`src/rtl/bram_ram_stream_reader.sv`:
```
// Read-side streaming master for the BRAM-backed RAM: sweeps an address range
// and presents the words in order on a valid/ready port through a small buffer.
module bram_ram_stream_reader #(
   parameter int unsigned ADDR_WIDTH = 14,
   parameter int unsigned DATA_WIDTH = 16,
   parameter int unsigned BUF_DEPTH  = 2
) (
   input  logic                  clk,
   input  logic                  reset,
   input  logic                  start,
   input  logic [ADDR_WIDTH-1:0] base_addr,
   input  logic [ADDR_WIDTH:0]   length,
   output logic                  busy,
   output logic                  done,
   output logic [ADDR_WIDTH-1:0] mem_address,
   output logic                  mem_load,
   input  logic [DATA_WIDTH-1:0] mem_out,
   output logic [DATA_WIDTH-1:0] data_out,
   output logic                  data_valid,
   input  logic                  data_ready
);

   localparam int unsigned CW = $clog2(BUF_DEPTH + 1);
   localparam int unsigned IW = (BUF_DEPTH > 1) ? $clog2(BUF_DEPTH) : 1;

   typedef enum logic [1:0] {
      S_IDLE,
      S_READ,
      S_DRAIN,
      S_DONE
   } state_t;

   state_t                state_q;
   state_t                state_d;
   logic [ADDR_WIDTH-1:0] addr_ptr;
   logic [ADDR_WIDTH:0]   remaining;
   logic [ADDR_WIDTH-1:0] mem_addr_q;
   logic                  inflight;
   logic [CW-1:0]         count;
   logic [CW-1:0]         count_d;
   logic [CW:0]           occ;
   logic [IW-1:0]         wr_idx;
   logic                  issue;
   logic                  pop;
   logic                  push;
   logic [DATA_WIDTH-1:0] fifo_q [BUF_DEPTH];

   assign mem_load = 1'b0;
   assign data_out = fifo_q[0];

   // Next state, issue decision and buffer bookkeeping.
   always_comb begin
      state_d     = state_q;
      pop         = data_valid && data_ready;
      push        = inflight;
      occ         = (CW+1)'(count) + (CW+1)'(inflight);
      issue       = (state_q == S_READ) && (remaining != '0) &&
                    (occ < ((CW+1)'(BUF_DEPTH) + (CW+1)'(pop)));
      count_d     = count + CW'(push) - CW'(pop);
      wr_idx      = IW'(count - CW'(pop));
      mem_address = issue ? addr_ptr : mem_addr_q;
      case (state_q)
         S_IDLE: begin
            if (start) state_d = (length == '0) ? S_DONE : S_READ;
         end
         S_READ: begin
            if (issue && (remaining == (ADDR_WIDTH+1)'(1))) state_d = S_DRAIN;
         end
         S_DRAIN: begin
            // Finish once the final word is being taken and nothing is still coming back.
            if (!inflight && (count_d == '0)) state_d = S_DONE;
         end
         S_DONE:  state_d = S_IDLE;
         default: state_d = S_IDLE;
      endcase
   end

   // State register and status outputs.
   always_ff @(posedge clk) begin
      if (reset) begin
         state_q <= S_IDLE;
         busy    <= 1'b0;
         done    <= 1'b0;
      end else begin
         state_q <= state_d;
         busy    <= (state_d != S_IDLE);
         done    <= (state_d == S_DONE);
      end
   end

   // Address walker, read tracking and shift-style output buffer (entry 0 is the head).
   always_ff @(posedge clk) begin
      if (reset) begin
         addr_ptr   <= '0;
         remaining  <= '0;
         mem_addr_q <= '0;
         inflight   <= 1'b0;
         count      <= '0;
         data_valid <= 1'b0;
         for (int i = 0; i < int'(BUF_DEPTH); i++) fifo_q[i] <= '0;
      end else begin
         if ((state_q == S_IDLE) && start) begin
            addr_ptr  <= base_addr;
            remaining <= length;
         end else if (issue) begin
            addr_ptr   <= addr_ptr + ADDR_WIDTH'(1);
            remaining  <= remaining - (ADDR_WIDTH+1)'(1);
            mem_addr_q <= addr_ptr;
         end
         inflight   <= issue;
         count      <= count_d;
         data_valid <= (count_d != '0);
         if (pop) begin
            for (int i = 0; i < int'(BUF_DEPTH) - 1; i++) fifo_q[i] <= fifo_q[i+1];
         end
         // Written after the shift so a simultaneous push lands in the vacated slot.
         if (push) fifo_q[wr_idx] <= mem_out;
      end
   end

endmodule

```
`config.mk`:
```
export PLATFORM = sky130hd
export DESIGN_NAME = bram_ram_stream_reader
export DESIGN_NICKNAME = d
export VERILOG_FILES = /design/src/rtl/bram_ram_stream_reader.sv
export SDC_FILE = /design/constraint.sdc
export NUM_CORES = 1
export LEC_CHECK = 0
export ABC_AREA = 1
export CORE_UTILIZATION = 60
export DETAILED_ROUTE_END_ITERATION = 6
export DONT_BUFFER_PORTS = 1
export PLACE_DENSITY = 0.84
export SETUP_SLACK_MARGIN = 0.3
export SLEW_MARGIN = 25
export SYNTH_ARGS = -nofsm -noshare
export SYNTH_HDL_FRONTEND = slang
export SYNTH_SLANG_ARGS = --single-unit
export TNS_END_PERCENT = 50
```
`constraint.sdc`:
```
create_clock -name clk -period 3.3 [get_ports clk]
set_clock_uncertainty 0.2 [all_clocks]
set_input_delay 0.99 -clock clk [delete_from_list [all_inputs] [get_ports clk]]
set_output_delay 0.99 -clock clk [all_outputs]
set_load 0.01 [all_outputs]
```
-- Word level (Yosys, flattened, before mapping)
Memories as Yosys holds them, arrays and structs flattened.
Index checks and enable logic that the tools add are counted.
- flip-flop bits (word level): 51
- memory bits (writable): 32
- bits of input ports: 49
- output and inout bits: 34
- logic and storage cells: 61
- memories: 1
- memories (memory ; depth ; width ; rd ports ; clocked after Yosys merged registers in ; write ports ; RTL line ; RTL):
    fifo_q ; 2 ; 16 ; 2 ; 0 ; 2 ; 46 ; logic [DATA_WIDTH-1:0] fifo_q [BUF_DEPTH];
- add/sub/neg operators: 7
- magnitude comparators: 1
- eq/ne operators: 5
- multiplexer cells: 22
- bitwise gates (word level): 1
- reductions and logical operators: 15
- operators by type and width (operator ; number):
    $mux 14 ; 3
    $mux 16 ; 2
    $mux 15 ; 2
    $reduce_or 16->1 ; 1
    $eq 15x1->1 const B ; 1
    $logic_not 15->1 ; 1
    $reduce_bool 15->1 ; 1
    $sub 15x1->15 const B ; 1
    $add 14x1->14 const B ; 1
    $mux 1 ; 10
    $mux 2 ; 4
    $pmux 2 s4 ; 1
    $eq 2x2->1 const B ; 3
    $logic_and 1x1->1 ; 6
    $reduce_bool 2->1 ; 3
    $logic_not 2->1 ; 2
    $add 2x1->3 ; 1
    $add 2x1->3 const A ; 1
    $lt 3x3->1 ; 1
    $add 2x1->2 ; 1
    $eq 2x1->1 const B ; 1
    $sub 2x1->2 ; 1
    $logic_not 1->1 ; 1
    $or 1x1->1 ; 1
    $sub 1x1->1 ; 1

-- Depth between registers and ports, before layout
- depth after elaboration: 8
- mapped depth: 13
- depth with buffers taken out: 13

-- Worst setup path after synthesis
OpenSTA, ideal clock, no wires.
- path kind: input to output
- start: in data_ready
- end: out mem_address[1]
- arrival: 1.900 ns
- data required time: 2.110 ns
- setup slack: 0.210 ns
- stages: 7
- buffers on the path: 1
- cells stage by stage: nand3_1 a21oi_4 nand2_8 inv_4 buf_6 nor2_1 nor2_1
- longest elaborated chain between the ends: 5
- ends and longest elaborated chain (item ; RTL line ; RTL):
    start, declared ; 20 ; input logic data_ready
    $logic_and 1x1->1 ; 54 ; pop = data_valid && data_ready;
    $add 2x1->3 ; 58 ; (occ < ((CW+1)'(BUF_DEPTH) + (CW+1)'(pop)));
    $lt 3x3->1 ; 58 ;
    $logic_and 1x1->1 ; 57 ; issue = (state_q == S_READ) && (remaining != '0) &&
    $mux 14 ; n/a ;
    end, declared ; 15 ; output logic [ADDR_WIDTH-1:0] mem_address,
No other way between the ends.

-- Final worst setup path
- start: reg inflight
- end: out mem_address[9]
- longest elaborated chain between the ends: 4
- ends and longest elaborated chain (item ; RTL line ; RTL):
    start, declared ; 38 ; logic inflight;
    start signal, assigned ; 110 ; inflight <= issue;
    $add 2x1->3 ; 56 ; occ = (CW+1)'(count) + (CW+1)'(inflight);
    $lt 3x3->1 ; 58 ;
    $logic_and 1x1->1 ; 57 ;
    $mux 14 ; n/a ;
No other way between the ends.

==> impl_table.tex <==
\begin{tabular}{lr}
\hline
Metric & Value \\
\hline
\multicolumn{2}{l}{\textbf{Global routing}} \\
GRT Resource Usage Total & 28.4\% \\
Number of antenna violations at the first check in global routing & 0 \\
Via count of the first global-routing pass & 3,705 \\
Maximum number of pins on one net before global-route repair & 40 \\
Met1 Usage GRT & 33.9\% \\
Global-route wire length before repair & 16,900 microns \\
Final global-route overflow total & 0 \\
Met2 usage & a little under 50\% \\
Most used routing layer in global routing & met2 \\
Routing usage on met3 & 4.71\% \\
\multicolumn{2}{l}{\textbf{Placement}} \\
Routability-driven placement congestion ratio & roughly 0.84 \\
Instance count after placement with tap cells included & between 600 and 700 \\
HPWL after DPL & 6560 microns \\
Buffers on Ports & 0 \\
Area of placed instances & 4580 sq um \\
\multicolumn{2}{l}{\textbf{Routing}} \\
1st-pass router iterations & 6 \\
Via count of the routed design & 3,932 \\
Remaining DRCs & 0 \\
Routed wire length per instance & 15.0 microns \\
Remaining number of nets flagged by the antenna check after routing & 0 \\
Average via count per standard cell & 5.51 \\
Number of DRC violations after detailed-routing iteration 0 & 255 \\
Drt total wl & roughly 11,000 microns \\
\multicolumn{2}{l}{\textbf{Worst setup path}} \\
Reg2reg setup slack & between 1 and 1.5 ns \\
Type of element capturing the critical path & output port \\
Cells traversed along the worst timing path & ha\_4 -> ha\_4 -> inv\_2 -> nand3\_2 -> a21oi\_4 -> nand2\_8 -> buf\_12 -> inv\_12 -> nor2\_4 -> nor2\_4 \\
Arr. time, crit path & around 1.9 ns \\
Critical path class & flop to output port \\
Critical path origin & inflight \\
Required time worst endpoint & approximately 2.1 ns \\
Slowest library cell on the worst path & sky130\_fd\_sc\_hd\_\_dfxtp\_4 \\
Startpoint class of the critical path & flop \\
Crit path max fanout & 6 \\
Worst reg2reg path startpoint & data\_valid \\
Largest stage delay, worst path & 0.36 ns \\
\multicolumn{2}{l}{\textbf{Logic synthesis}} \\
Number of cells produced by synthesis & roughly 590 \\
Cell taking the most area after synthesis & sky130\_fd\_sc\_hd\_\_dfxtp\_1 \\
Fraction of the mapped netlist area in compound gates & 6.27\% \\
Flop and latch count out of synthesis & 83 \\
Synthesized area per cell & 7.53 sq um \\
Parity-gate share of the synthesized area counting xor and xnor cells & 2.16\% \\
Net count after synthesis & 647 \\
Area share of the leading cell type in the synthesized netlist & between 20\% and 30\% \\
Cell Area, Synth & around 4500 sq um \\
Portion of netlist area occupied by mux cells & 0\% \\
Adder-Cell Fraction of Synth Area & 1.97\% \\
Part of the Yosys area used for sequential elements & 44.5\% \\
Biggest area contributors in the synthesized netlist & sky130\_fd\_sc\_hd\_\_dfxtp\_1, sky130\_fd\_sc\_hd\_\_edfxtp\_1, sky130\_fd\_sc\_hd\_\_nor2\_1, sky130\_fd\_sc\_hd\_\_nand2\_1, sky130\_fd\_sc\_hd\_\_inv\_1 \\
Simple-gate portion of the synthesized area & 34.8\% \\
Unique masters post-synth & 38 \\
Warning count from the yosys run & 0 \\
Largest family of logic cells by synthesized area & simple AND/OR/NAND/NOR gates \\
\multicolumn{2}{l}{\textbf{Status}} \\
Status & complete, no violations \\
\multicolumn{2}{l}{\textbf{Pwr}} \\
PwrDens & 633 nW/um\^{}2 \\
Leakage power & roughly 2.3 nW \\
Worst voltage drop across the vdd grid & roughly 280 uV \\
\multicolumn{2}{l}{\textbf{Timing}} \\
Fmax & approximately 320 MHz \\
Slew @ Worst Pin & 0.701 ns \\
Hold violation count in the final report & 0 \\
Sum of negative setup slack & 0 ns \\
Shortest period the worst path allows & just over 3 ns \\
Total setup violations reported at the end of the flow & 0 \\
RSZ-0062 raised after global routing & yes \\
Final worst path period share & 93.5\% \\
Max\_slew headroom & 53.2\% \\
Final max-slew violation count & 0 \\
\multicolumn{2}{l}{\textbf{Clocking}} \\
Clock sink total & 83 \\
Source-to-sink clock delay at the later pin of the worst-skew pair & about 0.36 ns \\
TritonCTS Buffers & 9 \\
Root buf cell & sky130\_fd\_sc\_hd\_\_clkbuf\_8 \\
Clock transition at the registers of the reported paths & $\sim$0.090 ns \\
H-tree depth reported by CTS & 3 \\
CTS tree & done \\
Number of buffers on the longest clock path & 2 \\
\multicolumn{2}{l}{\textbf{Die}} \\
Die outline area & 7770 sq um \\
Die extent in y & 88.2 microns \\
Horiz. Die Dim & $\sim$90 microns \\
Area of the core region & slightly above 7000 sq um \\
Placement row count & 31 \\
IO Count & between 80 and 90 \\
Initial core utilization & 61.7\% \\
\multicolumn{2}{l}{\textbf{Final layout}} \\
Area added between synthesis and finish & 17.3\% \\
Fraction of final layout cells with drive strength greater than 1 & between 20\% and 30\% \\
Commonest non-fill, non-tap cells in the layout & sky130\_fd\_sc\_hd\_\_nand2\_1, sky130\_fd\_sc\_hd\_\_nor2\_1, sky130\_fd\_sc\_hd\_\_inv\_1 \\
Antenna diode count & 0 \\
Leading cell type in the layout, fill and taps excluded & sky130\_fd\_sc\_hd\_\_nand2\_1 \\
Final instance area & 5220 sq um \\
Final cell count without fillers & 714 \\
Final net count & 666 \\
\multicolumn{2}{l}{\textbf{Job}} \\
Max-cap violation count & 0 \\
\multicolumn{2}{l}{\textbf{Min path}} \\
Worst min-delay path startpoint & mem\_addr\_q[0] \\
Path type of the worst min-delay path & flop to flop \\
\hline
\end{tabular}
-- state kept, by name, indices dropped and copies added, names as in the netlist --
register and cells:
count 2, inflight 1, data_valid 1, state_q 2, busy 1, mem_addr_q 14, fifo_q 32, addr_ptr 14
done 1, remaining 15
-- cell type report --
cell class / count / area, sq um
fillers: 542 / 1990
flip-flops and latches: 83 / 1990
repair buffers: 27 / 260
well taps: 99 / 124
inverters: 83 / 328
multi-input cells: 404 / 2290
clock inverters: 6 / 73.8
clock buffers: 10 / 128
repair inverters: 2 / 27.5
-- critical path, delay by kind of cell, from the launching register on --
family / cells / cell delay (ns)
buf+inv: 3 / 0.31
flops: 1 / 0.36
simple gates: 4 / 0.37
fa+ha+maj: 2 / 0.31
compound gates: 1 / 0.20
-- kinds of logic (layout without fill, tap and decap cells) --
group	after synthesis	after routing
flip-flops	83	83
AND/OR/NAND/NOR	336	337
other	1	1
buffers and inverters	105	128
AO/OA/AOI/OAI	48	48
XOR/XNOR	11	11
adder cells (fa/ha/maj)	7	7
-- routing by layer --
metal,share of wire [%],vias up,routed length (microns)
li1,-,1913,-
met1,40,1818,4270
met2,51,165,5450
met3,5.7,36,604
met4,3.3,0,347
met5,0,-,0
-- through the flow --
| step | utilization (%) | total power [mW] | hold slack, ns | setup slack, ns |
|---|---|---|---|---|
| floorplan | - | 2.14 | 0.251 | 0.291 |
| global placement | 63.5 | 2.22 | 0.259 | 0.159 |
| detailed placement | 63.5 | 2.27 | 0.262 | 0.129 |
| CTS | 71.6 | 3.25 | 0.292 | 0.225 |
| global route | 72.4 | 3.49 | 0.319 | 0.126 |
| finish | 72.4 | 3.31 | 0.295 | 0.213 |
-- cell usage after synthesis --
cell,number
sky130_fd_sc_hd__a31oi_1,2
sky130_fd_sc_hd__or2_2,3
sky130_fd_sc_hd__and2_1,1
sky130_fd_sc_hd__nor2_4,1
sky130_fd_sc_hd__edfxtp_1,32
sky130_fd_sc_hd__inv_1,81
sky130_fd_sc_hd__and3_1,1
sky130_fd_sc_hd__a21oi_1,16
sky130_fd_sc_hd__nor3b_1,1
sky130_fd_sc_hd__xor2_1,8
sky130_fd_sc_hd__nand2_1,112
sky130_fd_sc_hd__clkbuf_1,7
sky130_fd_sc_hd__clkinv_1,1
sky130_fd_sc_hd__nor2_8,1
sky130_fd_sc_hd__nand3_2,1
sky130_fd_sc_hd__buf_6,5
sky130_fd_sc_hd__nor2_2,14
sky130_fd_sc_hd__o21bai_1,2
sky130_fd_sc_hd__buf_1,3
sky130_fd_sc_hd__nor3_2,12
sky130_fd_sc_hd__a21oi_4,1
sky130_fd_sc_hd__buf_4,4
sky130_fd_sc_hd__nand2_2,3
sky130_fd_sc_hd__buf_2,3
sky130_fd_sc_hd__nand3_1,49
sky130_fd_sc_hd__ha_1,7
sky130_fd_sc_hd__nand2_4,2
sky130_fd_sc_hd__inv_4,1
sky130_fd_sc_hd__dfxtp_1,51
sky130_fd_sc_hd__nand3b_1,3
sky130_fd_sc_hd__conb_1,1
sky130_fd_sc_hd__nor2_1,118
sky130_fd_sc_hd__nand4_1,5
sky130_fd_sc_hd__o21ai_0,11
sky130_fd_sc_hd__nor3_1,8
sky130_fd_sc_hd__o22ai_1,16
sky130_fd_sc_hd__xnor2_1,3
sky130_fd_sc_hd__nand2_8,1
-- final timing paths --
check | depth (start not counted) | to
hold reg to reg | 2 | mem_addr_q[0]
setup reg to reg | 6 | fifo_q[1][1]
setup / recovery | 10 | mem_address[9]
hold / removal | 2 | mem_addr_q[0]
-- power by group --
| part | leakage, nW | switching [mW] | internal [mW] |
|---|---|---|---|
| clock | 0.0950 | 0.399 | 0.359 |
| sequential | 0.756 | 0.161 | 1.23 |
| combinational | 1.47 | 0.701 | 0.453 |
-- what timing repair did --
action                                  CTS  global route
resized for setup                        44             8
gates cloned                              4             0
pin swaps                                11             1
hold buffers                              0             0
setup buffers                            16             3
endpoints found under the setup margin   14            14
Note: power is estimated with default switching activity, not from simulation.
